==> src/rtl/fft_cp_pkg.sv <==
// Shared definitions for the FFT cyclic-prefix remover: FSM state type,
// slot geometry and the sample-counter width helper.
package fft_cp_pkg;

  // Phase of the incoming OFDM symbol stream.
  typedef enum logic [1:0] {
    ST_IDLE = 2'd0,  // waiting for a start-of-frame marker
    ST_CP   = 2'd1,  // discarding cyclic-prefix samples
    ST_BODY = 2'd2   // forwarding FFT body samples
  } state_e;

  // Symbols per slot; the symbol index wraps after the last one.
  localparam int unsigned SLOT_LEN = 14;

  // Symbols of a slot that carry the long cyclic prefix.
  localparam int unsigned LONG_CP_SYM_A = 0;
  localparam int unsigned LONG_CP_SYM_B = 7;

  // One extra bit over log2(NFFT) so the counter can hold NFFT itself.
  function automatic int unsigned cnt_width(input int unsigned lgnfft);
    return lgnfft + 1;
  endfunction

endpackage

==> src/rtl/fft_cp_remover.sv <==
// Strips the cyclic prefix from a stream of OFDM symbols and hands the
// NFFT body samples of each symbol to the FFT with a frame sync, the
// symbol index within the slot, and an abort flag for abandoned frames.
module fft_cp_remover
  import fft_cp_pkg::*;
#(
  parameter int IWIDTH      = 16,
  parameter int LGNFFT      = 8,
  parameter int CP_LEN      = 18,
  parameter int CP_LEN_LONG = 20
) (
  input  logic                  i_clk,
  input  logic                  i_reset_n,
  input  logic                  i_enable,
  input  logic                  i_valid,
  input  logic [2*IWIDTH-1:0]   i_sample,
  input  logic                  i_sof,
  output logic                  o_ce,
  output logic [2*IWIDTH-1:0]   o_sample,
  output logic                  o_sync,
  output logic [3:0]            o_sym_idx,
  output logic                  o_abort
);

  localparam int unsigned CW = cnt_width(LGNFFT);
  localparam logic [CW-1:0] NFFT_LAST = CW'((1 << LGNFFT) - 1);

  state_e                state_q, state_d;
  logic [CW-1:0]         cnt_q, cnt_d;
  logic [3:0]            sym_q, sym_d;
  logic                  ce_q, ce_d;
  logic                  sync_q, sync_d;
  logic                  abort_q, abort_d;
  logic [3:0]            sym_out_q, sym_out_d;
  logic [2*IWIDTH-1:0]   sample_q, sample_d;

  logic                  long_cp;
  logic [CW-1:0]         cp_last;
  logic                  body_mid;
  logic                  body_last;
  logic [3:0]            sym_next;

  // CP length follows the symbol index; helper flags for the FSM.
  always_comb begin
    long_cp   = (sym_q == 4'(LONG_CP_SYM_A)) || (sym_q == 4'(LONG_CP_SYM_B));
    cp_last   = long_cp ? CW'(CP_LEN_LONG - 1) : CW'(CP_LEN - 1);
    // In BODY the counter never reaches NFFT, so a non-zero count means
    // some body samples have already gone to the FFT.
    body_mid  = (state_q == ST_BODY) && (cnt_q != '0);
    body_last = (state_q == ST_BODY) && (cnt_q == NFFT_LAST);
    sym_next  = (sym_q == 4'(SLOT_LEN - 1)) ? 4'd0 : sym_q + 4'd1;
  end

  // Next-state and output decode.
  always_comb begin
    // NOTE: every variable gets a default here so no path leaves one
    // unassigned; a missing default would infer a latch.
    state_d   = state_q;
    cnt_d     = cnt_q;
    sym_d     = sym_q;
    ce_d      = 1'b0;
    sync_d    = 1'b0;
    abort_d   = 1'b0;
    sym_out_d = sym_out_q;
    sample_d  = sample_q;

    if (!i_enable) begin
      // Disable wins over everything, including a coincident i_sof.
      state_d = ST_IDLE;
      cnt_d   = '0;
      abort_d = body_mid;
    end else if (i_valid && i_sof) begin
      state_d = ST_CP;
      sym_d   = 4'd0;
      if (body_last) begin
        // Marker on the final body sample: finish this frame cleanly and
        // start symbol 0 with the next sample as its first CP sample.
        ce_d      = 1'b1;
        sample_d  = i_sample;
        sym_out_d = sym_q;
        cnt_d     = '0;
      end else begin
        // The marker sample itself is CP sample 0 of symbol 0.
        abort_d = body_mid;
        cnt_d   = CW'(1);
      end
    end else if (i_valid) begin
      case (state_q)
        ST_CP: begin
          if (cnt_q == cp_last) begin
            state_d = ST_BODY;
            cnt_d   = '0;
          end else begin
            cnt_d = cnt_q + CW'(1);
          end
        end
        ST_BODY: begin
          ce_d      = 1'b1;
          sync_d    = (cnt_q == '0);
          sample_d  = i_sample;
          sym_out_d = sym_q;
          if (cnt_q == NFFT_LAST) begin
            state_d = ST_CP;
            cnt_d   = '0;
            sym_d   = sym_next;
          end else begin
            cnt_d = cnt_q + CW'(1);
          end
        end
        default: begin
          state_d = ST_IDLE;
        end
      endcase
    end
  end

  // State, counters and registered outputs.
  always_ff @(posedge i_clk or negedge i_reset_n) begin
    if (!i_reset_n) begin
      state_q   <= ST_IDLE;
      cnt_q     <= '0;
      sym_q     <= '0;
      ce_q      <= 1'b0;
      sync_q    <= 1'b0;
      abort_q   <= 1'b0;
      sym_out_q <= '0;
      sample_q  <= '0;
    end else begin
      // NOTE: non-blocking assignments so every register samples the
      // pre-edge value of the others, independent of statement order.
      state_q   <= state_d;
      cnt_q     <= cnt_d;
      sym_q     <= sym_d;
      ce_q      <= ce_d;
      sync_q    <= sync_d;
      abort_q   <= abort_d;
      sym_out_q <= sym_out_d;
      sample_q  <= sample_d;
    end
  end

  assign o_ce      = ce_q;
  assign o_sample  = sample_q;
  assign o_sync    = sync_q;
  assign o_sym_idx = sym_out_q;
  assign o_abort   = abort_q;

endmodule

==> config.mk <==
export PLATFORM = sky130hd
export DESIGN_NAME = fft_cp_remover
export DESIGN_NICKNAME = d
export VERILOG_FILES = /design/src/rtl/fft_cp_pkg.sv /design/src/rtl/fft_cp_remover.sv
export SDC_FILE = /design/constraint.sdc
export NUM_CORES = 1
export LEC_CHECK = 0
export BUFFER_PORTS_ARGS = -buffer_cell sky130_fd_sc_hd__buf_2
export CAP_MARGIN = 30
export CORE_ASPECT_RATIO = 1.2
export CORE_MARGIN = 2
export CORE_UTILIZATION = 55
export CTS_CLUSTER_DIAMETER = 40
export DETAILED_ROUTE_END_ITERATION = 16
export GPL_ROUTABILITY_DRIVEN = 1
export GPL_TIMING_DRIVEN = 0
export HOLD_SLACK_MARGIN = 0.08
export PLACE_DENSITY = 0.85
export SYNTH_ARGS = -nofsm -noshare
export SYNTH_HDL_FRONTEND = slang
export SYNTH_SLANG_ARGS = --single-unit
==> constraint.sdc <==
create_clock -name i_clk -period 8.05 [get_ports i_clk]
set_clock_uncertainty 0.2 [all_clocks]
set_input_delay 0.4025 -clock i_clk [delete_from_list [all_inputs] [get_ports i_clk]]
set_output_delay 0.4025 -clock i_clk [all_outputs]
set_load 0.1 [all_outputs]
# After elaboration in Yosys (flattened, before gate mapping)
# Cells that the tools add are included.
# word_totals
reg_bits	54
latch_bits	0
mem_bits_rw	0
rom_bits	0
in_bits	37
elab_cells	74
n_memories	0
# classes
n_addsub	2
multipliers	0
n_div	0
order_cmp	0
eq_ne	11
n_shift	0
muxes	39
n_bitwise	0
n_reduce_logical	14
# ops
cell	n
$mux 32	4
$mux 9	5
$mux 4	9
$pmux 9 s2	1
$mux 1	13
$mux 2	6
$add 9x1->9 const B	1
$eq 9x5->1	1
$eq 9x8->1 const B	1
$logic_not 9->1	1
$reduce_bool 9->1	1
$reduce_and 4->1	2
$reduce_bool 2->1	3
$add 4x1->4 const B	1
$eq 4x3->1 const B	1
$eq 4x4->1 const B	1
$logic_not 4->1	1
$ne 4x1->1 const B	1
$ne 4x2->1 const B	1
$ne 4x4->1 const B	1
$pmux 2 s2	1
$logic_and 1x1->1	3
$ne 3x1->1 const B	1
$reduce_and 3->1	1
5 further kinds	5

# Longest topological paths before layout
# Gate-level depths: netlist (run 1).
# logic_depth
word_depth	9
ltp_mapped	11

# Least setup slack after synthesis (run 1)
# Ideal clock, no wire load.
# synth_timing
path_kind	register to register
start	reg cnt_q[1]
end	reg sample_q[10], in the netlist o_sample[10]
arrival_ns	2.422
t_required_ns	7.730
slack_ns	5.308
stages_incl_launch_ff	12
n_path_buf	1
period_less_slack_ns	2.742
cell_sequence	dfrtp_1 ha_1 and3_1 and3_1 nand3_1 inv_1 ha_1 o2111ai_1 inv_1 clkbuf_1 nand2_1 nand2_1
# synth_via
elab_chain_len	4
# synth_lines
element	line_no	rtl
start: declaration	fft_cp_remover.sv:29	logic [CW-1:0] cnt_q, cnt_d;
start signal: assignment	fft_cp_remover.sv:132	cnt_q <= cnt_d;
$eq 9x8->1	fft_cp_remover.sv:50	body_last = (state_q == ST_BODY) && (cnt_q == NFFT_LAST);
$logic_and 1x1->1	fft_cp_remover.sv:50	
$ne 2x2->1 (no source line)	-	
$reduce_and 4->1 (no source line)	-	
end signal: assignment	fft_cp_remover.sv:138	sample_q <= sample_d;
end: declaration	fft_cp_remover.sv:35	logic [2*IWIDTH-1:0] sample_q, sample_d;
# Every way passes these cells.
# A chain may end at the register's enable or synchronous reset.

# Worst setup path after layout (run 1)
# layout_timing
start	reg cnt_q[1]
end	reg sample_q[23], in the netlist o_sample[23]
# Same word-level chain as after synthesis.

==> results of run 1 <==
## cell usage in the layout, fill, tap and decap left out, drive strengths merged, types with 3 or more instances in the layout
cell type,Yosys,routed
nand2,115,115
buf,1,77
dfrtp,54,54
clkbuf,11,17
nand3,13,13
o21ai,11,11
inv,9,10
dlygate4sd3,0,6
and3,6,6
or4,6,6
nor2,4,4
o31ai,4,4
mux2,4,4
ha,4,4
nor4,3,3
nand4b,3,3
nor2b,3,3
nand2b,3,3
a21oi,3,3
nand4,3,3
## worst paths after layout
path	startpoint	slack, ns	endpoint	cells after the start
worst max-delay path	cnt_q[1]	4.67	o_sample[23]	11
worst min-delay path	i_sample[1]	0.09	o_sample[1]	3
worst max register to register	cnt_q[1]	4.67	o_sample[23]	11
worst min register to register	o_sample[18]	0.28	o_sample[18]	2
max in group asynchronous	i_reset_n	6.79	o_sync	3
min in group asynchronous	i_reset_n	0.34	o_sample[13]	2
## kinds of logic after synthesis
group / count (synthesis) / share of synthesized area (%)
xor+xnor: 1 / 0.356
compound gates: 27 / 7.11
buf+inv: 21 / 3.51
fa+ha+maj: 4 / 2.03
flops: 54 / 54.9
mux: 5 / 2.24
simple gates: 163 / 29.9
## synth_stat cells, drive strengths merged (4+ instances only)
cell type	instances	share of area [%]
clkbuf	11	1.7
inv	9	1.4
o21ai	11	2.2
and3	6	1.7
ha	4	2.0
nand3	13	2.6
dfrtp	54	55
nand2	115	18
mux2	4	1.8
o31ai	4	1.2
nor2	4	0.61
or4	6	2.1
## metal layers
| layer | global-route usage (%) | vias up |
|---|---|---|
| met3 | 4.99 | 15 |
| met5 | 0 | - |
| met1 | 29.2 | 1021 |
| met4 | 8.54 | 0 |
| li1 | - | 1094 |
| met2 | 39.8 | 80 |
## cell type report
type	instances	area share (%)
plain buffers	12	1.70
inverters	9	1.09
flip-flops and latches	54	43.8
well taps	56	2.27
clock buffers	6	2.68
clock inverters	2	0.527
multi-input cells	200	33.2
repair buffers	82	14.8
## power by group through the flow
| stage | Combinational [W] | Clock, W | Sequential [W] |
|---|---|---|---|
| global route | 0.0000836 | 0.000176 | 0.000295 |
| finish | 0.0000759 | 0.000158 | 0.000293 |
| floorplan | 0.0000352 | 0 | 0.000309 |
| CTS | 0.0000756 | 0.000164 | 0.000293 |
| global placement | 0.0000705 | 0 | 0.000298 |
| detailed placement | 0.0000734 | 0 | 0.000298 |
## metrics by stage
step / std cells / hold WS (ns) / utilization (%) / setup WS (ns)
finish: 421 / 0.0870 / 71.9 / 4.67
global route: 421 / 0.0807 / 71.9 / 4.36
CTS: 420 / 0.0826 / 71.6 / 4.60
detailed placement: 407 / 0.143 / 68.2 / 4.62
global placement: 406 / 0.252 / 67.7 / 4.71
floorplan: 275 / -0.0931 / - / 5.31
## worst min-delay path, cell delays in order
cell     delay, ns
buf_2         0.07
nand2_1       0.04
nand2_1       0.05
## sequential cells by signal, summed over array words and instances (netlist names)
name,count
cnt_q,9
sym_q,4
state_q,2
o_sample,32
o_abort,1
o_sym_idx,4
o_sync,1
o_ce,1
==> flow_summary.ini, run 1 <==
[placement]
port_buffers = 75
hpwl_mm = 4.07
placed_area_um2 = 2930
gp_congestion = 0.830

[layout]
layout.nets = 405
n_antenna_cell = 0
n_fill_cell = 311
seq_area_um2 = 1350
area_growth_pct = 25.4
final_cell_area_um2 = 3090
multi_input_area_um2 = 1020
layout-drive-gt1-share_pct = 25.2

[worst_setup_path]
path_buf_inv = 3
crit_arrival_ns = 3.38
cp_max_fo = 10
critical_path.top_delay_family = compound AO/OA/AOI/OAI gates
worstSetupPathType = reg -> reg
critPathSlowestCell = o2111ai_1
required_ns = 8.05
crit_path_max_incr_delay_ns = 0.81
path_cells = ha_1, and3_1, and3_1, nand3_1, inv_1, ha_1, o2111ai_1, inv_1, clkbuf_1, nand2_1, nand2_1
critPathLaunchType = flip-flop
crit_path_end_kind = flip-flop

[timing]
setup_viol = 0
tightest_slew_ns = 0.965
grt_setup_unrepaired = no
max_freq_mhz = 296
final_hold_viol_count = 0
maxSlewViolCount = 0
period_share_pct = 42.0
layout_min_cycle_time_ns = 3.38
slew_headroom_pct = 35.6
tns_ns = 0

[power_and_ir_drop]
sw_frac_of_total_pct = 27.7
power.switching_w = 0.000146
totalPowerFinal_w = 0.000527
p_clk_share_pct = 30.0
ir_worst_vdd_mv = 0.0926
leakage_nw = 1.78
combPwrFrac_pct = 14.4
seqPwrFrac_pct = 55.6
powerDensity_nw_per_um2 = 171
intPower_w = 0.000381

[die]
core_area_um2 = 4290
die_h_um = 77.3
die_w_um = 65.1
std_cell_rows = 26
die-area_um2 = 5030
start_util_pct = 57.3
io-pin-count = 76

[global_route]
grt_pass1_wl_mm = 9.25
grt_max_degree = 40
grt_usage_pct = 23.4
antenna_found_initial = 0
first_global_vias = 2044
grt-ovfl-total = 0

[cts]
cts_buffer_depth = 2
cts_buffers = 5
cts_tree = done
cts_sinks = 54
ctsHoldBuffers = 5
htreeDepth = 2
cts_resized = 0
post_cts_buffers = 0
clkTransAtPathRegs_ns = 0.10
cts_root_buffer = clkbuf_8
clock_latency_ns = 0.30

[logic_synthesis]
synth_async_sr_flop_share_pct = 100
syn_area_um2 = 2460
syn_area_per_cell_um2 = 8.95
synth_edf_count = 0
synth-seq-area-share_pct = 54.9
netlist_instances = 275
ys_types = 36
synth-seq-cells = 54
syn-num-nets = 316
yosys_most_used_dff = dfrtp_1
yosys_warnings = 0

[routing]
met1Wirelength_mm = 2.28
drtIter0Drc = 183
vias = 2210
drc = 0
ant_nets = 0
dr.pass1.iters = 4
dr.max_layer_used = met4
wire_per_inst_um = 13.2
avgViaCountPerCell = 5.25
routed-wl-met2_mm = 2.81
wl_met3_um = 349
routed_wl_mm = 5.56

[status]
status = finished, final reports clean

[hold_path]
hold_path_class = in -> reg

[run]
cap_violations = 0
Power figures use the tool's default switching activity.
==> run 2, diff against run 1 <==
--- a/config.mk
+++ b/config.mk
@@ -9,13 +9,13 @@
 export CAP_MARGIN = 30
 export CORE_ASPECT_RATIO = 1.2
 export CORE_MARGIN = 2
-export CORE_UTILIZATION = 55
+export CORE_UTILIZATION = 46
 export CTS_CLUSTER_DIAMETER = 40
 export DETAILED_ROUTE_END_ITERATION = 16
 export GPL_ROUTABILITY_DRIVEN = 1
 export GPL_TIMING_DRIVEN = 0
 export HOLD_SLACK_MARGIN = 0.08
-export PLACE_DENSITY = 0.85
+export PLACE_DENSITY = 0.76
 export SYNTH_ARGS = -nofsm -noshare
 export SYNTH_HDL_FRONTEND = slang
 export SYNTH_SLANG_ARGS = --single-unit
==> constraint.sdc (replaced) <==
create_clock -name i_clk -period 2.7 [get_ports i_clk]
set_clock_uncertainty 0.2 [all_clocks]
set_input_delay 0.135 -clock i_clk [delete_from_list [all_inputs] [get_ports i_clk]]
set_output_delay 0.135 -clock i_clk [all_outputs]
set_load 0.1 [all_outputs]
==> flow_summary.ini, run 2 (synthesis gave the netlist of run 1 again) <==
[cts]
cts_root_buffer = clkbuf_8
cts_sinks = 54
clock_latency_ns = 0.31
cts_buffers = 5
clkTransAtPathRegs_ns = 0.10
cts_buffer_depth = 2
cts_tree = done
htreeDepth = 2

[worst_setup_path]
worstSetupPathType = reg -> reg
path_common_cell = or4_4
critPathLaunchType = flip-flop
crit_path_max_incr_delay_ns = 0.51
critPathSlowestCell = or4_4
path_buf_inv = 1
required_ns = 2.74
crit_arrival_ns = 2.63
cp_max_fo = 10
crit_path_end_kind = flip-flop
path_cells = buf_6, or4_4, and3_4, or4_4, or4_1, a21oi_1
critical_path.top_delay_family = simple AND/OR/NAND/NOR gates

[layout]
mostFrequentLayoutCell = nand2_1
largest_reg_flops = 32
seq_area_um2 = 1350
n_fill_cell = 410
n_antenna_cell = 0
area_growth_pct = 40.6
layout_common_cells = nand2_1, buf_2, dfrtp_1
layout-drive-gt1-share_pct = 27.4
layout.nets = 438
multi_input_area_um2 = 1050

[timing]
period_share_pct = 96.0
layout_min_cycle_time_ns = 2.59
fin_ws_ns = 0.107
setup_viol = 0
tightest_slew_ns = 0.500
max_freq_mhz = 386
final_hold_viol_count = 0
finalHoldWorstSlack_ns = 0.0841
tns_ns = 0
slew_headroom_pct = 66.9
maxSlewViolCount = 0

[routing]
drtIter0Drc = 174
dr.pass1.iters = 4
avgViaCountPerCell = 5.14
drc = 0
ant_nets = 0
wire_per_inst_um = 13.7
routed_wl_mm = 6.30
vias = 2363

[placement]
port_buffers = 75
hpwl_mm = 3.92
gp_congestion = 0.851
pre_cts_slack_ns = -0.331

[die]
die-area_um2 = 5960
die_w_um = 70.8
die_h_um = 84.1
std_cell_rows = 29
start_util_pct = 47.1
core_area_um2 = 5230
io-pin-count = 76

[power_and_ir_drop]
sw_frac_of_total_pct = 28.3
p_clk_share_pct = 29.9
seqPwrFrac_pct = 53.8
leakage_nw = 1.94
powerDensity_nw_per_um2 = 470
intPower_w = 0.00117
combPwrFrac_pct = 16.3
ir_worst_vdd_mv = 0.229
power.switching_w = 0.000460

[global_route]
grt_usage_pct = 21.9
grt_max_degree = 39
first_global_vias = 2383
grt-ovfl-total = 0
antenna_found_initial = 0
grt_pass1_wl_mm = 10.7

[hold_path]
hold_path_class = in -> async

[status]
status = finished, final reports clean

[run]
cap_violations = 0
[run 2: cell types whose count changed in the layout (fill, tap and decap cells not counted), sizes merged]
cell         delta
buf             +7
clkbuf          -3
dlygate4sd3    +29
[run 2: final timing paths]
path | startpoint | to | slack (ns) | cells past startpoint
worst min register to register | o_sample[23] | o_sample[23] | 0.28 | 2
worst max-delay path | sym_q[0] | state_q[1] | 0.11 | 6
max in group asynchronous | i_reset_n | cnt_q[1] | 1.66 | 3
worst max register to register | sym_q[0] | state_q[1] | 0.11 | 6
min in group i_clk | i_sof | state_q[0] | 0.13 | 3
worst min-delay path | i_reset_n | o_sample[7] | 0.08 | 2
[run 2: cell type report]
cell class                      count  share of cell area [%]
Multi-Input combinational cell    200                    30.4
Clock buffer                        6                    2.39
Tap cell                           62                    2.24
Clock inverter                      2                   0.470
Buffer                             11                    1.73
Timing Repair Buffer              116                    22.7
Inverter                            9                   0.976
Sequential cell                    54                    39.1
[run 2: metrics by stage]
stage / util (%) / total power (W) / instances / instance area [um2]
CTS: 65.5 / 0.00163 / 458 / 3420
floorplan: - / 0.00103 / 275 / 2470
global route: 66.3 / 0.00170 / 460 / 3460
finish: 66.3 / 0.00163 / 460 / 3460
global placement: 55.9 / 0.00110 / 412 / 2920
detailed placement: 56.3 / 0.00111 / 413 / 2940
[run 2: worst register-to-register path, stage by stage (launching register included)]
cell and delay (ns):
dfrtp_1 0.39, buf_6 0.14, or4_4 0.51, and3_4 0.20, or4_4 0.50, or4_1 0.42, a21oi_1 0.17
[run 2: power groups by stage]
stage / registers, W / clock network, W / logic [W]
6_report: 0.000876 / 0.000487 / 0.000265
3_5_place_dp: 0.000890 / 0 / 0.000218
4_1_cts: 0.000875 / 0.000499 / 0.000258
5_1_grt: 0.000880 / 0.000529 / 0.000293
2_1_floorplan: 0.000921 / 0 / 0.000105
3_3_place_gp: 0.000888 / 0 / 0.000211
[run 2: what timing repair did]
action                                  in CTS  in global routing
hold buffers                                35                  0
buffers inserted                             2                  3
pin swaps                                    1                  1
endpoints found under the setup margin      37                 43
hold endpoints to repair                    88                  0
resized for setup                            6                 16
[run 2: metal layers]
layer / global-route usage, % / vias up / part of all wire [%]
met5: 0 / - / 0
met4: 5.49 / 0 / 0.79
met3: 3.84 / 6 / 6.0
met2: 38.1 / 79 / 50
met1: 28.1 / 1119 / 43
li1: - / 1159 / -
==> run 3, diff against run 2 <==
--- a/config.mk
+++ b/config.mk
@@ -9,13 +9,16 @@
 export CAP_MARGIN = 30
 export CORE_ASPECT_RATIO = 1.2
 export CORE_MARGIN = 2
-export CORE_UTILIZATION = 46
+export CORE_UTILIZATION = 48
+export CTS_BUF_LIST = sky130_fd_sc_hd__clkbuf_4
 export CTS_CLUSTER_DIAMETER = 40
 export DETAILED_ROUTE_END_ITERATION = 16
 export GPL_ROUTABILITY_DRIVEN = 1
 export GPL_TIMING_DRIVEN = 0
 export HOLD_SLACK_MARGIN = 0.08
-export PLACE_DENSITY = 0.76
+export PLACE_DENSITY = 0.79
+export REMOVE_ABC_BUFFERS = 1
+export SKIP_LAST_GASP = 1
 export SYNTH_ARGS = -nofsm -noshare
 export SYNTH_HDL_FRONTEND = slang
 export SYNTH_SLANG_ARGS = --single-unit
==> flow_summary.ini, run 3 (synthesis gave the netlist of run 1 again) <==
[worst_setup_path]
critical_path.top_delay_family = simple AND/OR/NAND/NOR gates
path_common_cell = or4_4
cp_max_fo = 10
worstSetupPathType = reg -> reg
critPathSlowestCell = or4_4
worstReg2RegEnd = state_q[1]
crit_path_end = state_q[1]
path_depth = 5
required_ns = 2.81
startpoint = sym_q[0]
rr_worst_depth = 5
critPathLaunchType = flip-flop
path_cells = or4_4, and3_4, or4_4, or4_1, a21oi_1
crit_arrival_ns = 2.68
crit_path_max_incr_delay_ns = 0.55
path_buf_inv = 0
ff2ff_setup_slack_ns = 0.13
crit_path_end_kind = flip-flop
timing.rr.start = sym_q[0]

[die]
die-area_um2 = 5720
std_cell_rows = 28
io-pin-count = 76
die_h_um = 82.5
core_area_um2 = 4940
start_util_pct = 49.8
die_w_um = 69.4

[cts]
clkTransAtPathRegs_ns = 0.16
cts_root_buffer = clkbuf_4
cts_tree = done
cts_buffers = 5
clock_latency_ns = 0.38
htreeDepth = 2
cts_sinks = 54
cts_buffer_depth = 2

[placement]
gp_congestion = 0.808
hpwl_mm = 3.70
port_buffers = 75
pre_cts_slack_ns = -1.03

[layout]
largest_reg_flops = 32
multi_input_area_um2 = 1080
layout_common_cells = nand2_1, buf_2, dfrtp_1
n_fill_cell = 322
seq_area_um2 = 1350
area_growth_pct = 42.1
layout.nets = 440
layout-drive-gt1-share_pct = 27.5
mostFrequentLayoutCell = nand2_1

[routing]
routed_wl_mm = 7.13
wire_per_inst_um = 15.5
dr.pass1.iters = 4
vias = 2470
drtIter0Drc = 165
ant_nets = 0
avgViaCountPerCell = 5.36
drc = 0

[power_and_ir_drop]
totalPowerFinal_w = 0.00151
leakage_nw = 1.93
powerDensity_nw_per_um2 = 430
ir_worst_vdd_mv = 0.199

[global_route]
grt_usage_pct = 24.9
grt_max_degree = 42
grt_pass1_wl_mm = 11.2
antenna_found_initial = 0
first_global_vias = 2264
grt-ovfl-total = 0

[timing]
setup_viol = 0
period_share_pct = 95.2
layout_min_cycle_time_ns = 2.57
max_freq_mhz = 389
tightest_slew_ns = 0.816
tns_ns = 0
slew_headroom_pct = 45.5
maxSlewViolCount = 0
fin_ws_ns = 0.131
final_hold_viol_count = 0

[status]
status = finished, final reports clean

[hold_path]
hold_path_class = in -> reg
hp-start = i_sample[28]

[run]
cap_violations = 0
## run 3: what timing repair did
item / CTS / global route
pin swaps: 1 / 1
setup endpoints to repair: 37 / 43
gates resized for setup: 3 / 4
buffers inserted: 5 / 6
hold endpoints to repair: 96 / 0
cloned: 2 / 0
hold buffers: 39 / 0
## run 3: how the worst min path moves through the flow
stage | endpoint | slack, ns | depth (start not counted)
final | o_sample[28] | 0.28 | 4
after floorplan | cnt_q[0] | -0.36 | 0
after detailed placement | o_sample[29] | -0.14 | 1
after CTS | o_sample[1] | 0.26 | 4
after global routing | o_sample[21] | 0.28 | 4
after global placement | o_sample[24] | 0.12 | 3
## run 3: layout make-up
cell class	count	area share [%]
Antenna cell	1	0.0715
Clock buffer	5	1.07
Clock inverter	3	0.572
Inverter	9	1.07
Multi-Input combinational cell	201	30.8
Sequential cell	54	38.7
Tap cell	60	2.15
Timing Repair Buffer	127	25.4
Timing Repair inverter	1	0.215
## run 3: metal layers
layer / part of all wire (%) / GRT usage, % / vias up
li1: - / - / 1172
met2: 50 / 43.3 / 106
met4: 1.3 / 7.06 / 0
met3: 6.4 / 4.13 / 10
met1: 42 / 32.6 / 1182
met5: 0 / 0 / -
## run 3: per-stage QoR
step	cell area [um2]	hold slack [ns]	utilization, %	instances
detailed placement	2900	-0.136	58.7	399
finish	3500	0.279	70.8	461
global route	3500	0.279	70.8	460
floorplan	2410	-0.361	-	263
global placement	2860	0.125	57.9	398
CTS	3420	0.263	69.3	453
## run 3: report_power, final
| group | switching (W) | total (W) | internal (W) |
|---|---|---|---|
| combinational | 0.000143 | 0.000262 | 0.000118 |
| sequential | 0.0000420 | 0.000880 | 0.000838 |
| clock | 0.000262 | 0.000364 | 0.000102 |
## run 3: worst reg2reg max path, stage by stage, from the launching register on
cell,delay [ns]
dfrtp_1,0.50
or4_4,0.55
and3_4,0.20
or4_4,0.49
or4_1,0.41
a21oi_1,0.16
